===== config.mk =====
export PLATFORM = sky130hd
export DESIGN_NAME = soc_req_arbiter
export DESIGN_NICKNAME = d
export VERILOG_FILES = /design/src/rtl/soc_req_arbiter.sv
export SDC_FILE = /design/constraint.sdc
export NUM_CORES = 1
export LEC_CHECK = 0
export CAP_MARGIN = 10
export CORE_AREA = 2 2 366 368
export DETAILED_ROUTE_END_ITERATION = 10
export DIE_AREA = 0 0 368 370
export PLACE_DENSITY = 0.31
export SLEW_MARGIN = 25
export SYNTH_ARGS = -nofsm -noshare
export SYNTH_HDL_FRONTEND = slang
export SYNTH_SLANG_ARGS = --single-unit
export TNS_END_PERCENT = 10

===== constraint.sdc =====
create_clock -name clk_i -period 17.8 [get_ports clk_i]
set_input_delay 3.56 -clock clk_i [delete_from_list [all_inputs] [get_ports clk_i]]
set_output_delay 3.56 -clock clk_i [all_outputs]
set_load 0.005 [all_outputs]

===== src/rtl/soc_req_arbiter.sv =====
// Round-robin arbiter: NUM_REQ requesters share one memory-side target, one transaction in flight; optional WAIT watchdog via SOC_ARB_TIMEOUT_EN.
// Latency: accept t -> m_req_valid_o t+1; downstream response k -> rsp_valid_o k+1; decode miss -> error response t+1.
// Backpressure: held request stays stable until m_req_ready_i; req_ready_o is only offered in IDLE, others keep valid.
module soc_req_arbiter #(
    parameter int                    NUM_REQ    = 5,
    parameter int                    ADDR_WIDTH = 64,
    parameter int                    DATA_WIDTH = 64,
    parameter logic [ADDR_WIDTH-1:0] MEM_END    = 'h3FFFFFFF,
    parameter logic [ADDR_WIDTH-1:0] DM_BASE    = 'h40000000,
    parameter logic [ADDR_WIDTH-1:0] DM_END     = 'h4007FFFF,
    parameter int                    TIMEOUT    = 1023
) (
    input  logic                          clk_i,
    input  logic                          arst_i,
    input  logic [NUM_REQ-1:0]            req_valid_i,
    output logic [NUM_REQ-1:0]            req_ready_o,
    input  logic [NUM_REQ*ADDR_WIDTH-1:0] req_addr_i,
    input  logic [NUM_REQ-1:0]            req_we_i,
    input  logic [NUM_REQ*DATA_WIDTH-1:0] req_wdata_i,
    output logic [NUM_REQ-1:0]            rsp_valid_o,
    output logic [DATA_WIDTH-1:0]         rsp_rdata_o,
    output logic                          rsp_err_o,
    output logic                          m_req_valid_o,
    input  logic                          m_req_ready_i,
    output logic [ADDR_WIDTH-1:0]         m_addr_o,
    output logic                          m_we_o,
    output logic [DATA_WIDTH-1:0]         m_wdata_o,
    output logic [$clog2(NUM_REQ)-1:0]    m_id_o,
    input  logic                          m_rsp_valid_i,
    input  logic [DATA_WIDTH-1:0]         m_rsp_rdata_i,
    input  logic                          m_rsp_err_i,
    output logic                          busy_o
);
    localparam int IDW = $clog2(NUM_REQ);

    typedef enum logic [1:0] {IDLE, ISSUE, WAIT, RESP} state_t;

    state_t               state;
    logic [IDW-1:0]       ptr;
    logic [IDW-1:0]       gnt_idx;
    logic                 gnt_found;
    logic [NUM_REQ-1:0]   gnt_onehot;
    logic [ADDR_WIDTH-1:0] sel_addr;
    logic [DATA_WIDTH-1:0] sel_wdata;
    logic                 addr_hit;

`ifdef SOC_ARB_TIMEOUT_EN
    localparam int CNT_W = $clog2(TIMEOUT + 1);
    logic [CNT_W-1:0]     wait_cnt;
`endif

    // Rotating search starting just after the last granted requester.
    always_comb begin
        int j;
        j         = 0;
        gnt_found = 1'b0;
        gnt_idx   = '0;
        for (int i = 1; i <= NUM_REQ; i++) begin
            j = int'(ptr) + i;
            if (j >= NUM_REQ) j = j - NUM_REQ;
            if (!gnt_found && req_valid_i[j]) begin
                gnt_found = 1'b1;
                gnt_idx   = IDW'(j);
            end
        end
    end

    assign gnt_onehot = NUM_REQ'(1) << gnt_idx;
    assign sel_addr   = req_addr_i[int'(gnt_idx)*ADDR_WIDTH +: ADDR_WIDTH];
    assign sel_wdata  = req_wdata_i[int'(gnt_idx)*DATA_WIDTH +: DATA_WIDTH];
    assign addr_hit   = (sel_addr <= MEM_END) || ((sel_addr >= DM_BASE) && (sel_addr <= DM_END));

    // Gated by reset so that every output reads zero while reset is held.
    assign req_ready_o = (state == IDLE && gnt_found && !arst_i) ? gnt_onehot : '0;

    // The m_* output registers double as the holding register for the in-flight request.
    always_ff @(posedge clk_i or posedge arst_i) begin
        if (arst_i) begin
            state         <= IDLE;
            ptr           <= IDW'(NUM_REQ - 1);
            m_req_valid_o <= 1'b0;
            m_addr_o      <= '0;
            m_we_o        <= 1'b0;
            m_wdata_o     <= '0;
            m_id_o        <= '0;
            rsp_valid_o   <= '0;
            rsp_rdata_o   <= '0;
            rsp_err_o     <= 1'b0;
            busy_o        <= 1'b0;
`ifdef SOC_ARB_TIMEOUT_EN
            wait_cnt      <= '0;
`endif
        end else begin
            case (state)
                IDLE: begin
                    if (gnt_found) begin
                        m_addr_o  <= sel_addr;
                        m_we_o    <= req_we_i[gnt_idx];
                        m_wdata_o <= sel_wdata;
                        m_id_o    <= gnt_idx;
                        ptr       <= gnt_idx;
                        busy_o    <= 1'b1;
                        if (addr_hit) begin
                            state         <= ISSUE;
                            m_req_valid_o <= 1'b1;
                        end else begin
                            state       <= RESP;
                            rsp_valid_o <= gnt_onehot;
                            rsp_err_o   <= 1'b1;
                            rsp_rdata_o <= '0;
                        end
                    end
                end
                ISSUE: begin
                    if (m_req_ready_i) begin
                        state         <= WAIT;
                        m_req_valid_o <= 1'b0;
`ifdef SOC_ARB_TIMEOUT_EN
                        wait_cnt      <= '0;
`endif
                    end
                end
                WAIT: begin
                    if (m_rsp_valid_i) begin
                        state       <= RESP;
                        rsp_valid_o <= NUM_REQ'(1) << m_id_o;
                        rsp_rdata_o <= m_rsp_rdata_i;
                        rsp_err_o   <= m_rsp_err_i;
`ifdef SOC_ARB_TIMEOUT_EN
                    end else if (wait_cnt == CNT_W'(TIMEOUT - 1)) begin
                        state       <= RESP;
                        rsp_valid_o <= NUM_REQ'(1) << m_id_o;
                        rsp_rdata_o <= '0;
                        rsp_err_o   <= 1'b1;
                    end else begin
                        wait_cnt <= wait_cnt + 1'b1;
`endif
                    end
                end
                RESP: begin
                    state       <= IDLE;
                    rsp_valid_o <= '0;
                    rsp_rdata_o <= '0;
                    rsp_err_o   <= 1'b0;
                    busy_o      <= 1'b0;
                end
                default: state <= IDLE;
            endcase
        end
    end
endmodule


; Yosys cells after proc, flatten, opt, wreduce, memory -nomap -nowiden
; Index checks and enable logic that the tools add are counted.
[word_totals]
register_bits = 209
out_inout_bits = 209
[op_classes]
n_shift = 4
n_mux = 56
magnitude_cmp = 14
n_eq_ne = 8
reduce_logical = 22
n_addsub = 10
[op_table]
columns = op, n
row1 = 320-bit by 10-bit variable part select with 64-bit output, 2
row2 = 64-bit 2-to-1 mux, 3
row3 = 64-bit case mux with 3 select lines, 1
row4 = "32-bit by 5-bit < comparator with 1-bit output, second input constant", 5
row5 = 32-bit 2-to-1 mux, 5
row6 = "64-bit by 31-bit greater-or-equal comparator with 1-bit output, second input constant", 1
row7 = "64-bit by 30-bit less-or-equal comparator with 1-bit output, second input constant", 1
row8 = "64-bit by 31-bit less-or-equal comparator with 1-bit output, second input constant", 1
row9 = "4-bit by 3-bit subtractor with 5-bit output, second input constant", 5
row10 = 1-bit 2-to-1 mux, 23
row11 = "4-bit by 3-bit greater-or-equal comparator with 1-bit output, second input constant", 5
row12 = 5-bit 2-to-1 mux, 4
row13 = 1-bit binary-select mux with 3-bit select, 6
row14 = 3-bit 2-to-1 mux, 5
row15 = 5-bit case mux with 3 select lines, 1
row16 = "2-bit != test, second input constant", 5
row17 = "1-bit by 3-bit left shift with 5-bit output, first input constant", 2
row18 = "3-bit by 2-bit adder with 4-bit output, second input constant", 2
row19 = "3-bit by 3-bit adder with 4-bit output, second input constant", 2
row20 = 2-bit 2-to-1 mux, 4
row21 = 2-bit case mux with 4 select lines, 1
row22 = 4-bit AND reduction, 2
row23 = 1-bit logical AND, 7
row24 = 1-bit zero test, 5
row25 = 12 further kinds, 16

; Longest topological paths before layout
[depth]
ltp_word = 26
mapped_depth = 24
ltp_nobuf = 16

; Worst setup path after synthesis
; OpenSTA, ideal clock, no wires.
[synth_timing]
path_kind = input-to-output
start = input req_valid_i[1]
end = output req_ready_o[1]
n_path_buf = 6
slack_ns = 7.627
path_stages = 14
t_arrival_ns = 6.613
cell_sequence = clkbuf_1 > nor3_1 > or4b_1 > o211ai_1 > a22o_4 > or3_4 > o211a_1 > buf_4 > nor2_4 > buf_2 > clkbuf_1 > clkbuf_1 > clkbuf_1 > nor4_1
[synth_between]
elab_chain_cells = 19
[synth_rtl]
columns = item, line
row1 = from (decl), 15  ; input logic [NUM_REQ-1:0] req_valid_i,
row2 = 1-bit binary-select mux with 3-bit select, 61  ; if (!gnt_found && req_valid_i[j]) begin
row3 = 1-bit 2-to-1 mux (implied by the code) (2 in a row), 61
row4 = 1-bit 2-to-1 mux, 61
row5 = 1-bit zero test, 61
row6 = 1-bit logical AND, 61
row7 = 1-bit 2-to-1 mux, 61
row8 = 1-bit zero test, 61
row9 = 1-bit logical AND, 61
row10 = 1-bit 2-to-1 mux, 61
row11 = 1-bit zero test, 61
row12 = 1-bit logical AND, 61
row13 = 1-bit 2-to-1 mux, 61
row14 = 1-bit zero test, 61
row15 = 1-bit logical AND, 61
row16 = 1-bit 2-to-1 mux, 61
row17 = 1-bit logical AND (2 in a row), 74  ; assign req_ready_o = (state == IDLE && gnt_found && !arst_i) ? gnt_onehot : '0;
row18 = 5-bit 2-to-1 mux *, 74
row19 = to (decl), 16  ; output logic [NUM_REQ-1:0] req_ready_o,
; Mark *: on every way between the ends. The rest lies on a longest branch, timed or not. The select of a mux whose other input is x is not followed.

; Final worst setup path
[layout_timing]
start = input req_valid_i[2]
end = output req_ready_o[2]
; The elaborated chain is that of the path after synthesis.

==> summary.md <==
| Metric | Value |
|---|---|
| Largest net degree at the start of global routing | `103` |
| WL per Instance | `26.58 um` |
| Setup-failing EPs final | `0` |
| DP Area | `25960 um^2` |
| Final WL | `123600 um` |
| Sequential share of the synthesized area | `0.3477` |
| Rows | `134` |
| Run status | `finished, final reports clean` |
| Area contributors post-synth | `dfrtp_1, nand2_1, nand3_1` |
| Hold_ws | `0.4815 ns` |
| Clk_skew | `0.03315 ns` |
| Global-route wire length before repair | `164500 um` |
| CP Max Fanout | `58` |
| Most frequent cells in the layout | `clkdlybuf4s50_1, nand2_1, nand3_1, dfrtp_1, mux2i_1` |
| CTS tree | `yes` |
| CTS buffer count | `36` |
| Crit path kind | `input pin to output port` |
| Crit share post-route | `0.6306` |
| Rel. slew slack | `0.2633` |
| Minimum clock period | `11.22 ns` |
| Synth area leader | `dfrtp_1` |
| Synth Register Bits | `207` |
| Post-CTS setup buffer count | `0` |
| Peak Freq | `89.09 MHz` |
| GR Overflow Total | `0` |
| Final slew viol count | `0` |
| Clock root cell | `clkbuf_16` |
| Vias | `18490` |
| Clk pin slew, worst setup/hold paths | `0.05 ns` |
| Gate Count Post-Synth | `2023` |
| 1st-iter DRT viols | `1091` |
| Fin. Hold Viols | `0` |
| Chip Width | `368 um` |
| Clock Path Buffers | `3` |
| IO Port Bufs | `927` |
| Arrival @ worst endpoint | `7.66 ns` |
| Resize count post-CTS | `0` |
| First-pass detailed-route iteration total | `5` |
| # DRC | `0` |
| Synth async-reset ratio | `1.000` |
| TNS Setup | `0 ns` |
| CTS sink cnt | `207` |
| I/O pin count | `928` |
| Share of layout cells above drive strength 1 | `0.05184` |
| Metal3 WL | `11480 um` |
| Met1 wire length | `49190 um` |
| Initial antenna violation count | `61` |
| H-tree lvl count | `2` |
| Vias in the first global route | `19160` |
| Die area | `136200 um^2` |
| Synth top area share | `0.3460` |
| Worst setup EP type | `output port` |
| Netlist cell types | `86` |
| Avg Synthesized Cell Area | `7.365 um^2` |
| Startpoint Class | `input pin` |
| HPWL after DPL | `98420 um` |
| Metal2 WL | `60020 um` |
| Cell area after layout | `27160 um^2` |
| Main synth FF type | `dfrtp_1` |
| Cts hold-fix bufs | `0` |
| Synthesis-to-finish area growth | `82.29%` |
| Top Layer Used | `met5` |
| Post-Syn Nets | `2759` |
| Chip height | `370 um` |
| Nets@finish | `3585` |
| Post-synth EDFFs | `0` |
| Routability cong. | `0.8912` |
| RSZ-0062 raised after global routing | `false` |
| Most common cell after layout, fill and taps aside | `clkdlybuf4s50_1` |
| Avg Vias per Cell | `3.974` |
| CP Data Required Time | `14.24 ns` |
| Routed Antenna Nets | `0` |
| Worst slew pin tran | `1.105 ns` |
| Max Cap Viol | `0` |
| GRT Util Overall | `0.1740` |
| Clock latency on the worst-skew pair | `0.59 ns` |
| Starting Density | `0.1125` |
| Core area | `132500 um^2` |
| Cell Area, Synth | `14900 um^2` |
| Synth warn | `0` |
| Worst min path class | `flop to flop` |
through the flow:
stage / setup slack, ns / std cells / utilization
global route: 6.356 / 4646 / 0.2049
CTS: 6.532 / 4642 / 0.2048
finish: 6.575 / 4652 / 0.2051
global placement: 6.509 / 4579 / 0.1960
detailed placement: 6.539 / 4579 / 0.1960
floorplan: 7.627 / 2023 / -
final timing paths:
check,startpoint,endpoint,slack [ns],depth (start not counted)
setup / recovery,req_valid_i[2],req_ready_o[2],6.58,11
hold / removal,m_addr_o[53]$_DFFE_PP0P_,m_addr_o[53]$_DFFE_PP0P_,0.48,2
setup reg to reg,m_id_o[1]$_DFFE_PP0P_,rsp_rdata_o[63]$_DFFE_PP0P_,8.87,21
hold reg to reg,m_addr_o[53]$_DFFE_PP0P_,m_addr_o[53]$_DFFE_PP0P_,0.48,2
max in group asynchronous,arst_i,m_wdata_o[48]$_DFFE_PP0P_,12.26,4
min in group asynchronous,arst_i,m_addr_o[52]$_DFFE_PP0P_,3.60,2
flip-flops by register name, summed over array words and instances, names as in the netlist:
name and count:
m_addr_o 64, m_wdata_o 64, rsp_rdata_o 64, rsp_valid_o 5, m_id_o 3, state 2
busy_o 1, m_req_valid_o 1, m_we_o 1, ptr 1, rsp_err_o 1
cell usage after synthesis (all sizes together), types with 7 or more instances:
cell,instances
nand2,589
nand3,292
dfrtp,206
clkbuf,122
mux2i,120
nor2,120
a31oi,99
inv,82
o21ai,70
buf,51
a21oi,25
mux2,20
ha,17
and3,13
o31ai,11
and2,10
nor3,10
o211ai,10
nand4,8
nor2b,8
o221a,8
o22ai,8
a221o,7
a32o,7
nor4,7
worst max-delay path, cell delays in order:
cell and delay (ns):
clkdlybuf4s50_1 0.61, mux2i_1 0.23, mux2i_1 0.09, mux2_4 0.29
a22o_4 0.29, or3_4 0.37, o211ai_2 0.17, buf_4 0.37
nand2_4 0.52, nor4_1 0.57, clkdlybuf4s50_1 0.58
layer usage:
layer	global-route usage	up-vias
met5	0	-
met4	0.03611	62
met3	0.06574	170
met2	0.3017	800
met1	0.2032	8810
li1	-	8645
cell type report:
class	count	area [um^2]
fill	14930	105300
timing repair buffer	961	9547
multi-input combinational	1561	8707
sequential	207	5181
tap	1768	2212
clock buffer	52	1031
inverter	82	315.3
clock inverter	11	141.4
antenna	10	25.02
logic make-up after synthesis:
| family | Yosys count | synth area share |
|---|---|---|
| AND/OR/NAND/NOR | 1084 | 0.3158 |
| AO/OA/AOI/OAI | 314 | 0.1465 |
| buffers and inverters | 255 | 0.07356 |
| flip-flops | 207 | 0.3477 |
| multiplexers | 141 | 0.09876 |
| adder cells (fa/ha/maj) | 17 | 0.01428 |
| XOR/XNOR | 5 | 0.003444 |
Power is left out: the tool's default activity adds up to more than one toggle a clock period on the data nets, which glitch-free logic cannot reach.
